===== src/rtl/gemm_pkg.sv =====
// Shared GEMM definitions: default matrix geometry, element width and the
// handshake state encoding used by the GEMM core and its result streamer.
package gemm_pkg;

  localparam int GEMM_DATA_WIDTH    = 64;
  localparam int GEMM_MATRIX_HEIGHT = 4;
  localparam int GEMM_MATRIX_WIDTH  = 4;

  typedef enum logic [1:0] {
    IDLE    = 2'd0,
    CAPTURE = 2'd1,
    STREAM  = 2'd2
  } gemm_state_e;

  // Index width for a dimension; a degenerate dimension of 1 still gets 1 bit.
  function automatic int idx_width(input int n);
    return (n > 1) ? $clog2(n) : 1;
  endfunction

endpackage


===== src/rtl/gemm_rowcol_counter.sv =====
// Row-major index generator: computes the next (row, col) for a transfer and
// flags the final element. Purely combinational; the owner holds the registers.
module gemm_rowcol_counter
  import gemm_pkg::*;
#(
  parameter int HEIGHT = GEMM_MATRIX_HEIGHT,
  parameter int WIDTH  = GEMM_MATRIX_WIDTH,
  localparam int RW = idx_width(HEIGHT),
  localparam int CW = idx_width(WIDTH)
) (
  input  logic [RW-1:0] row,
  input  logic [CW-1:0] col,
  input  logic          advance,
  output logic [RW-1:0] row_next,
  output logic [CW-1:0] col_next,
  output logic          wrap,
  output logic          last
);

  localparam logic [RW-1:0] ROW_MAX = RW'(HEIGHT - 1);
  localparam logic [CW-1:0] COL_MAX = CW'(WIDTH - 1);

  logic col_end;
  logic row_end;

  assign col_end = (col == COL_MAX);
  assign row_end = (row == ROW_MAX);
  assign last    = col_end && row_end;
  // Whole-matrix wrap: the final element is being consumed.
  assign wrap    = advance && last;

  always_comb begin
    row_next = row;
    col_next = col;
    if (advance) begin
      if (col_end) begin
        col_next = '0;
        row_next = row_end ? '0 : row + 1'b1;
      end else begin
        col_next = col + 1'b1;
      end
    end
  end

endmodule


===== src/rtl/gemm_result_streamer.sv =====
// Captures a finished GEMM result matrix and streams it out element by element
// in row-major order over a valid/ready interface.
module gemm_result_streamer
  import gemm_pkg::*;
#(
  parameter int DATA_WIDTH    = GEMM_DATA_WIDTH,
  parameter int MATRIX_HEIGHT = GEMM_MATRIX_HEIGHT,
  parameter int MATRIX_WIDTH  = GEMM_MATRIX_WIDTH,
  localparam int RW = idx_width(MATRIX_HEIGHT),
  localparam int CW = idx_width(MATRIX_WIDTH)
) (
  input  logic                  iclk,
  input  logic                  irst,
  input  logic [DATA_WIDTH-1:0] iresult_matrix [MATRIX_HEIGHT][MATRIX_WIDTH],
  input  logic                  idone,
  input  logic                  iready,
  output logic                  ovalid,
  output logic [DATA_WIDTH-1:0] odata,
  output logic [RW-1:0]         orow,
  output logic [CW-1:0]         ocol,
  output logic                  olast,
  output logic                  obusy,
  output logic                  odone,
  output logic                  ooverrun
);

  gemm_state_e           state_reg;
  logic [RW-1:0]         row_reg;
  logic [CW-1:0]         col_reg;
  logic                  odone_reg;
  logic                  ooverrun_reg;
  logic [DATA_WIDTH-1:0] buf_reg [MATRIX_HEIGHT][MATRIX_WIDTH];

  logic [RW-1:0] row_next;
  logic [CW-1:0] col_next;
  logic          cnt_wrap;
  logic          cnt_last;
  logic          xfer;

  assign xfer = (state_reg == STREAM) && iready;

  gemm_rowcol_counter #(
    .HEIGHT (MATRIX_HEIGHT),
    .WIDTH  (MATRIX_WIDTH)
  ) u_rowcol (
    .row      (row_reg),
    .col      (col_reg),
    .advance  (xfer),
    .row_next (row_next),
    .col_next (col_next),
    .wrap     (cnt_wrap),
    .last     (cnt_last)
  );

  // Buffer is data-only: no reset, written once per accepted run.
  always_ff @(posedge iclk) begin
    if (state_reg == CAPTURE) begin
      buf_reg <= iresult_matrix;
    end
  end

  always_ff @(posedge iclk) begin
    if (irst) begin
      state_reg    <= IDLE;
      row_reg      <= '0;
      col_reg      <= '0;
      odone_reg    <= 1'b0;
      ooverrun_reg <= 1'b0;
    end else begin
      odone_reg <= 1'b0;
      case (state_reg)
        IDLE: begin
          if (idone) begin
            state_reg <= CAPTURE;
          end
        end
        CAPTURE: begin
          row_reg   <= '0;
          col_reg   <= '0;
          state_reg <= STREAM;
          if (idone) begin
            ooverrun_reg <= 1'b1;
          end
        end
        STREAM: begin
          row_reg <= row_next;
          col_reg <= col_next;
          // A new run arriving with the final transfer is accepted, not dropped.
          if (cnt_wrap) begin
            odone_reg <= 1'b1;
            state_reg <= idone ? CAPTURE : IDLE;
          end else if (idone) begin
            ooverrun_reg <= 1'b1;
          end
        end
        default: begin
          state_reg <= IDLE;
        end
      endcase
    end
  end

  assign ovalid   = (state_reg == STREAM);
  assign obusy    = (state_reg != IDLE);
  assign olast    = ovalid && cnt_last;
  assign odata    = buf_reg[row_reg][col_reg];
  assign orow     = row_reg;
  assign ocol     = col_reg;
  assign odone    = odone_reg;
  assign ooverrun = ooverrun_reg;

endmodule


===== config.mk =====
export PLATFORM = sky130hd
export DESIGN_NAME = gemm_result_streamer
export DESIGN_NICKNAME = d
export VERILOG_FILES = /design/src/rtl/gemm_pkg.sv /design/src/rtl/gemm_rowcol_counter.sv /design/src/rtl/gemm_result_streamer.sv
export SDC_FILE = /design/constraint.sdc
export NUM_CORES = 1
export LEC_CHECK = 0
export ABC_CLOCK_PERIOD_IN_PS = 26400
export BUFFER_PORTS_ARGS = -buffer_cell sky130_fd_sc_hd__buf_2
export CAP_MARGIN = 20
export CORE_AREA = 3 3 427 429
export CTS_CLUSTER_DIAMETER = 80
export DETAILED_ROUTE_END_ITERATION = 8
export DIE_AREA = 0 0 430 432
export PLACE_DENSITY_LB_ADDON = 0.2
export SLEW_MARGIN = 30
export SYNTH_ARGS = -nofsm -noshare
export SYNTH_HDL_FRONTEND = slang
export SYNTH_HIERARCHICAL = 1
export SYNTH_SLANG_ARGS = --single-unit
export TNS_END_PERCENT = 5

===== constraint.sdc =====
create_clock -name iclk -period 26.4 [get_ports iclk]
set_input_delay 2.64 -clock iclk [delete_from_list [all_inputs] [get_ports iclk]]
set_output_delay 2.64 -clock iclk [all_outputs]
set_load 0.03 [all_outputs]

==> results of run 1 <==
## synthesized netlist by cell type, types with 2 or more instances
| cell type | count | area [µm²] |
|---|---|---|
| edfxtp_1 | 1024 | 30750 |
| ha_1 | 6 | 75.07 |
| buf_2 | 17 | 85.08 |
| clkbuf_1 | 42 | 157.7 |
| nand2b_1 | 4 | 25.02 |
| nor2_1 | 5 | 18.77 |
| buf_1 | 11 | 41.29 |
| nand3_1 | 4 | 20.02 |
| buf_6 | 13 | 146.4 |
| a21oi_1 | 7 | 35.03 |
| o21ai_0 | 2 | 10.01 |
| and2_1 | 4 | 25.02 |
| dfxtp_1 | 8 | 160.2 |
| mux2_2 | 3 | 33.78 |
| a22oi_1 | 128 | 960.9 |
| inv_1 | 3 | 11.26 |
| nor2b_1 | 4 | 25.02 |
| mux4_2 | 256 | 5766 |
| mux2_1 | 2 | 22.52 |
| buf_4 | 4 | 30.03 |
| nand2_1 | 65 | 244.0 |
## worst paths after layout
kind | start | end | slack, ns | cells past startpoint
max | orow[1]$_SDFFE_PP0P_ | odata[20] | 18.65 | 7
min | ooverrun$_SDFFE_PP0P_ | ooverrun$_SDFFE_PP0P_ | 0.48 | 2
max reg2reg | state_reg[0]$_SDFFE_PP0P_ | buf_reg[620]$_DFFE_PP_ | 21.76 | 5
min reg2reg | ooverrun$_SDFFE_PP0P_ | ooverrun$_SDFFE_PP0P_ | 0.48 | 2
## power groups by stage
stage	clock, mW	combinational [mW]	sequential, mW
CTS	1.75	0.244	2.00
detailed placement	0	0.243	2.03
floorplan	0	0.113	2.17
finish	1.69	0.242	2.00
global route	1.82	0.263	2.01
global placement	0	0.241	2.03
## worst max-delay path, stage by stage (launching register included)
cell and delay [ns]:
dfxtp_4 0.85, buf_4 0.81, buf_4 0.51, buf_4 0.59
mux4_2 0.43, a22oi_1 0.62, nand2_1 0.15, buf_2 0.21
## metrics by stage
step	area [µm²]	total power [mW]	setup WS, ns	hold slack [ns]
CTS	51060	3.991	18.45	0.4875
global route	51220	4.085	18.40	0.5320
detailed placement	47050	2.275	19.32	0.4714
floorplan	38680	2.286	0.7405	0.4866
global placement	46980	2.274	19.35	0.4536
finish	51260	3.924	18.65	0.4821
## cell families (layout without fill, tap and decap cells)
family	after synthesis	count (layout)
other	0	50
and+or+nand+nor	90	90
adders and majority gates	6	6
AOI/OAI and AO/OA	138	138
buffers and inverters	90	1376
muxes	261	261
DFF	1032	1032
## final cells by class
cell class              instances  share of cell area [%]
diodes                         50                  0.2441
clock buffers                 156                   6.537
clock inverters                78                   1.277
inverters                       3                 0.02197
multi-input cells             495                   14.31
flip-flops and latches       1032                   60.32
well taps                    2355                   5.748
repair buffers               1139                   11.55
## cells in the final DEF (no fill, tap or decap), types with 25 or more instances in the layout
master,n
diode_2,50
mux4_2,256
nand2_1,65
buf_2,1100
clkbuf_16,130
clkbuf_1,26
edfxtp_1,1024
a22oi_1,128
buf_4,25
clkinv_1,25
## layer usage
metal  global-route usage, %  routed length [µm]  vias up
met1                   16.62               52270    11302
met4                   5.996                4812       40
met3                   5.512               11590      352
met5                       0                 254        -
li1                        -                   -     9438
met2                   26.37               75460      999
==> results.sh, run 1 <==
export IMPL_outcome="finished clean"
export IMPL_largest_reg_flops=1024
export IMPL_finalClockSkew_ns=0.02615
export IMPL_finalWirelength_um=144400
export IMPL_synth_xor_area_share_pct=0
export IMPL_fmax_ghz=0.1291
export IMPL_avgSynthCellArea_um2=23.92
export IMPL_power_density_nw_per_um2=76.55
export IMPL_placedCellCount=5022
export IMPL_path_clk_slew_ns=0.06
export IMPL_arrival_ns=5.11
export IMPL_synth_adder_area_share_pct=0.1941
export IMPL_rows=155
export IMPL_syn_nets=2651
export IMPL_insertion_delay_ns=0.78
export IMPL_ant_nets=0
export IMPL_synth_edff_count=1024
export IMPL_initial_core_util_pct=21.66
export IMPL_synth_top_family_by_area="multiplexers"
export IMPL_grt_use_total_pct=15.09
export IMPL_vias=22131
export IMPL_ios=1101
export IMPL_clk_path_buf_depth=3
export IMPL_vdd_drop_max_uv=49.87
export IMPL_avgViaCountPerCell=4.169
export IMPL_cts_resized=0
export IMPL_finalCritPeriodShare_pct=29.34
export IMPL_synth_compound_area_share_pct=2.620
export IMPL_yosysWarnings=6
export IMPL_p_clk_share_pct=43.0
export IMPL_relSlewSlack_pct=35.42
export IMPL_place_congestion=0.8245
export IMPL_ys_seq_area_share_pct=79.91
export IMPL_final_nets=3835
export IMPL_cp_max_fo=52
export IMPL_grt_max_degree=80
export IMPL_die_h_um=432
export IMPL_h_tree_depth=4
export IMPL_grt_pass1_wl_um=192500
export IMPL_cts_made_buffers=130
export IMPL_dr_pass1_iters=5
export IMPL_layout_drive_gt1_share_pct=54.81
export IMPL_final_util_pct=28.70
export IMPL_cp_start_kind="flip-flop"
export IMPL_synth_ff_type="edfxtp_1"
export IMPL_p_leak_nw=17.96
export IMPL_cts_setup_buffers=0
export IMPL_grt_pass1_vias=23525
export IMPL_intPower_mw=3.011
export IMPL_areaGrowthSynthToFinish_pct=32.52
export IMPL_die_area_um2=185800
export IMPL_drc_errors=0
export IMPL_drtIter0Drc=1747
export IMPL_synth_cells=1617
export IMPL_final_setup_tns_ns=0
export IMPL_io_buffers=1100
export IMPL_drv_slew=0
export IMPL_seqPwrFrac_pct=50.9
export IMPL_layoutNonFillerInstCount=5308
export IMPL_period_needed_ns=7.745
export IMPL_postCtsHoldBufs=0
export IMPL_hold_path_class="flip-flop to flip-flop"
export IMPL_rsz0062_at_grt="false"
export IMPL_setup_viol=0
export IMPL_switching_share_pct=23.28
export IMPL_multi_input_area_um2=7336
export IMPL_die_w_um=430
export IMPL_muxShareOfSynthArea_pct=15.05
export IMPL_async_flop_share_pct=0
export IMPL_clkSinkCount=1032
export IMPL_cts_tree="done"
export IMPL_p_comb_share_pct=6.2
export IMPL_grt_overflow=0
export IMPL_critPathKind="flip-flop to primary output"
export IMPL_design_core_area_um2=178600
export IMPL_cp_required_ns=23.76
export IMPL_seq_area_um2=30920
export IMPL_fillCellCount=17896
export IMPL_synth_cell_area_um2=38680
export IMPL_synth_simple_area_share_pct=1.003
export IMPL_antenna_found_initial=142
export IMPL_yosys_cell_types_count=26
export IMPL_cp_end_kind="primary output"
export IMPL_power_switching_uw=913.4
export IMPL_cap_violations=0
export IMPL_final_hold_viol_count=0
export IMPL_dp_hpwl_um=107600
export IMPL_synth_seq_cells=1032
export IMPL_wl_per_cell_um=27.20
export IMPL_worst_pin_slew_ns=0.9687
export IMPL_ctsRootBufferMaster="clkbuf_16"
No activity file was read; power rests on OpenSTA's default activity.
==> inputs of run 2 (changes only) <==
--- a/config.mk
+++ b/config.mk
@@ -5,7 +5,7 @@
 export SDC_FILE = /design/constraint.sdc
 export NUM_CORES = 1
 export LEC_CHECK = 0
-export ABC_CLOCK_PERIOD_IN_PS = 26400
+export ABC_CLOCK_PERIOD_IN_PS = 8100
 export BUFFER_PORTS_ARGS = -buffer_cell sky130_fd_sc_hd__buf_2
 export CAP_MARGIN = 20
 export CORE_AREA = 3 3 427 429
==> constraint.sdc (replaced) <==
create_clock -name iclk -period 8.1 [get_ports iclk]
set_input_delay 0.81 -clock iclk [delete_from_list [all_inputs] [get_ports iclk]]
set_output_delay 0.81 -clock iclk [all_outputs]
set_load 0.03 [all_outputs]
==> results.sh, run 2 (synthesis gave the netlist of run 1 again) <==
export IMPL_grt_use_total_pct=14.59
export IMPL_p_clk_share_pct=42.4
export IMPL_seqPwrFrac_pct=51.4
export IMPL_vias=21903
export IMPL_ant_nets=0
export IMPL_cp_start_kind="flip-flop"
export IMPL_final_cell_mix="buf_2, edfxtp_1, mux4_2"
export IMPL_setup_viol=0
export IMPL_cts_setup_buffers=0
export IMPL_areaGrowthSynthToFinish_pct=32.13
export IMPL_insertion_delay_ns=0.74
export IMPL_p_leak_nw=17.87
export IMPL_dp_hpwl_um=103500
export IMPL_grt_pass1_vias=23224
export IMPL_vdd_drop_max_uv=168.4
export IMPL_grt_overflow=0
export IMPL_cpMaxStageDelayCell="dfxtp_4"
export IMPL_die_area_um2=185800
export IMPL_fillCellCount=17901
export IMPL_grt_pass1_wl_um=187800
export IMPL_layout_drive_gt1_share_pct=54.72
export IMPL_post_place_ws_ns=3.886
export IMPL_arrival_ns=3.89
export IMPL_hold_slack_ns=0.2354
export IMPL_relSlewSlack_pct=33.63
export IMPL_critPathLaunch="orow[0]$_SDFFE_PP0P_"
export IMPL_mostFrequentLayoutCell="buf_2"
export IMPL_io_buffers=1100
export IMPL_final_hold_viol_count=0
export IMPL_power_density_nw_per_um2=247.2
export IMPL_die_w_um=430
export IMPL_rows=155
export IMPL_die_h_um=432
export IMPL_antenna_found_initial=130
export IMPL_finalClockSkew_ns=0.03422
export IMPL_drc_errors=0
export IMPL_design_core_area_um2=178600
export IMPL_cp_num_buf_inv=3
export IMPL_outcome="finished clean"
export IMPL_layoutNonFillerInstCount=5296
export IMPL_cpLargestDelayFamily="buffers and inverters"
export IMPL_rsz0062_at_grt="false"
export IMPL_cts_tree="done"
export IMPL_cp_required_ns=7.29
export IMPL_initial_core_util_pct=21.66
export IMPL_reg2reg_from="state_reg[1]$_SDFFE_PP0P_"
export IMPL_wl_per_cell_um=26.63
export IMPL_fmax_ghz=0.2126
export IMPL_finalCritPeriodShare_pct=58.07
export IMPL_ctsRootBufferMaster="clkbuf_16"
export IMPL_p_comb_share_pct=6.2
export IMPL_period_needed_ns=4.704
export IMPL_switching_share_pct=22.32
export IMPL_intPower_mw=9.814
export IMPL_clkSinkCount=1032
export IMPL_critPathKind="flip-flop to primary output"
export IMPL_finalWirelength_um=141000
export IMPL_postCtsHoldBufs=0
export IMPL_rr_worst_depth=4
export IMPL_max_stage_delay_ns=0.80
export IMPL_cap_violations=0
export IMPL_ios=1101
export IMPL_placedCellCount=5015
export IMPL_avgViaCountPerCell=4.136
export IMPL_worst_path_stages=6
export IMPL_cts_made_buffers=121
export IMPL_largest_reg_flops=1024
export IMPL_cts_resized=0
export IMPL_crit_chain="buf_12 -> buf_4 -> mux4_2 -> a22oi_1 -> nand2_1 -> buf_2"
export IMPL_cp_max_fo=59
export IMPL_drv_slew=0
export IMPL_r2r_end="buf_reg[904]$_DFFE_PP_"
export IMPL_path_clk_slew_ns=0.06
export IMPL_place_congestion=0.8256
export IMPL_final_nets=3818
export IMPL_dr_pass1_iters=5
export IMPL_cp_end_kind="primary output"
export IMPL_drtIter0Drc=1746
export IMPL_power_switching_mw=2.820
export IMPL_hold_path_class="input pin to flip-flop"
export IMPL_h_tree_depth=3
export IMPL_rrSetupSlack_ns=5.05
export IMPL_grt_max_degree=188
export IMPL_final_setup_tns_ns=0
export IMPL_clk_path_buf_depth=3
export IMPL_critPathCapture="odata[12]"
export IMPL_timing_final_ws_setup_ns=3.396
export IMPL_worst_pin_slew_ns=0.9955
run 2: cell count changes in the layout (fill, tap and decap cells not counted), moves of 5 or more:
| cell | change |
|---|---|
| diode_2 | +7 |
| clkbuf_16 | -7 |
| clkbuf_1 | -5 |
| buf_12 | +5 |
| buf_6 | -8 |
| bufinv_16 | +7 |
run 2: worst min path at each step:
stage,start,to,depth (start not counted)
final,iresult_matrix[260],buf_reg[260]$_DFFE_PP_,1
after global routing,iresult_matrix[836],buf_reg[836]$_DFFE_PP_,1
after CTS,iresult_matrix[452],buf_reg[452]$_DFFE_PP_,1
after detailed placement,ooverrun$_SDFFE_PP0P_,ooverrun$_SDFFE_PP0P_,2
after global placement,ooverrun$_SDFFE_PP0P_,ooverrun$_SDFFE_PP0P_,2
after floorplan,state_reg[1]$_SDFFE_PP0P_,state_reg[1]$_SDFFE_PP0P_,2
run 2: area by class of cell:
type	count	area, µm²	area share [%]
Clock buffer	144	3157	6.177
Clock inverter	79	725.7	1.420
Timing Repair Buffer	1131	5871	11.49
Antenna cell	57	142.6	0.2791
Tap cell	2355	2947	5.765
Inverter	3	11.26	0.02203
Sequential cell	1032	30920	60.50
Multi-Input combinational cell	495	7336	14.35
run 2: power by group through the flow:
stage / combinational (mW) / clock [mW] / sequential (mW)
finish: 0.786 / 5.35 / 6.50
global route: 0.856 / 5.75 / 6.53
floorplan: 0.367 / 0 / 6.68
detailed placement: 0.799 / 0 / 6.61
CTS: 0.802 / 5.54 / 6.50
global placement: 0.794 / 0 / 6.61
run 2: stage by stage:
step | total power [mW] | util, % | instance area (µm²)
floorplan | 7.051 | - | 38690
finish | 12.63 | 28.61 | 51110
global placement | 7.405 | 26.35 | 47060
CTS | 12.84 | 28.52 | 50940
global route | 13.13 | 28.59 | 51070
detailed placement | 7.407 | 26.35 | 47060
run 2: layer usage:
| metal | vias to the layer above | wire length (µm) | global-route usage, % |
|---|---|---|---|
| met5 | - | 319 | 0 |
| met4 | 48 | 4996 | 5.968 |
| met3 | 320 | 10490 | 4.828 |
| met2 | 978 | 72280 | 25.11 |
| met1 | 11171 | 52940 | 16.65 |
| li1 | 9386 | - | - |
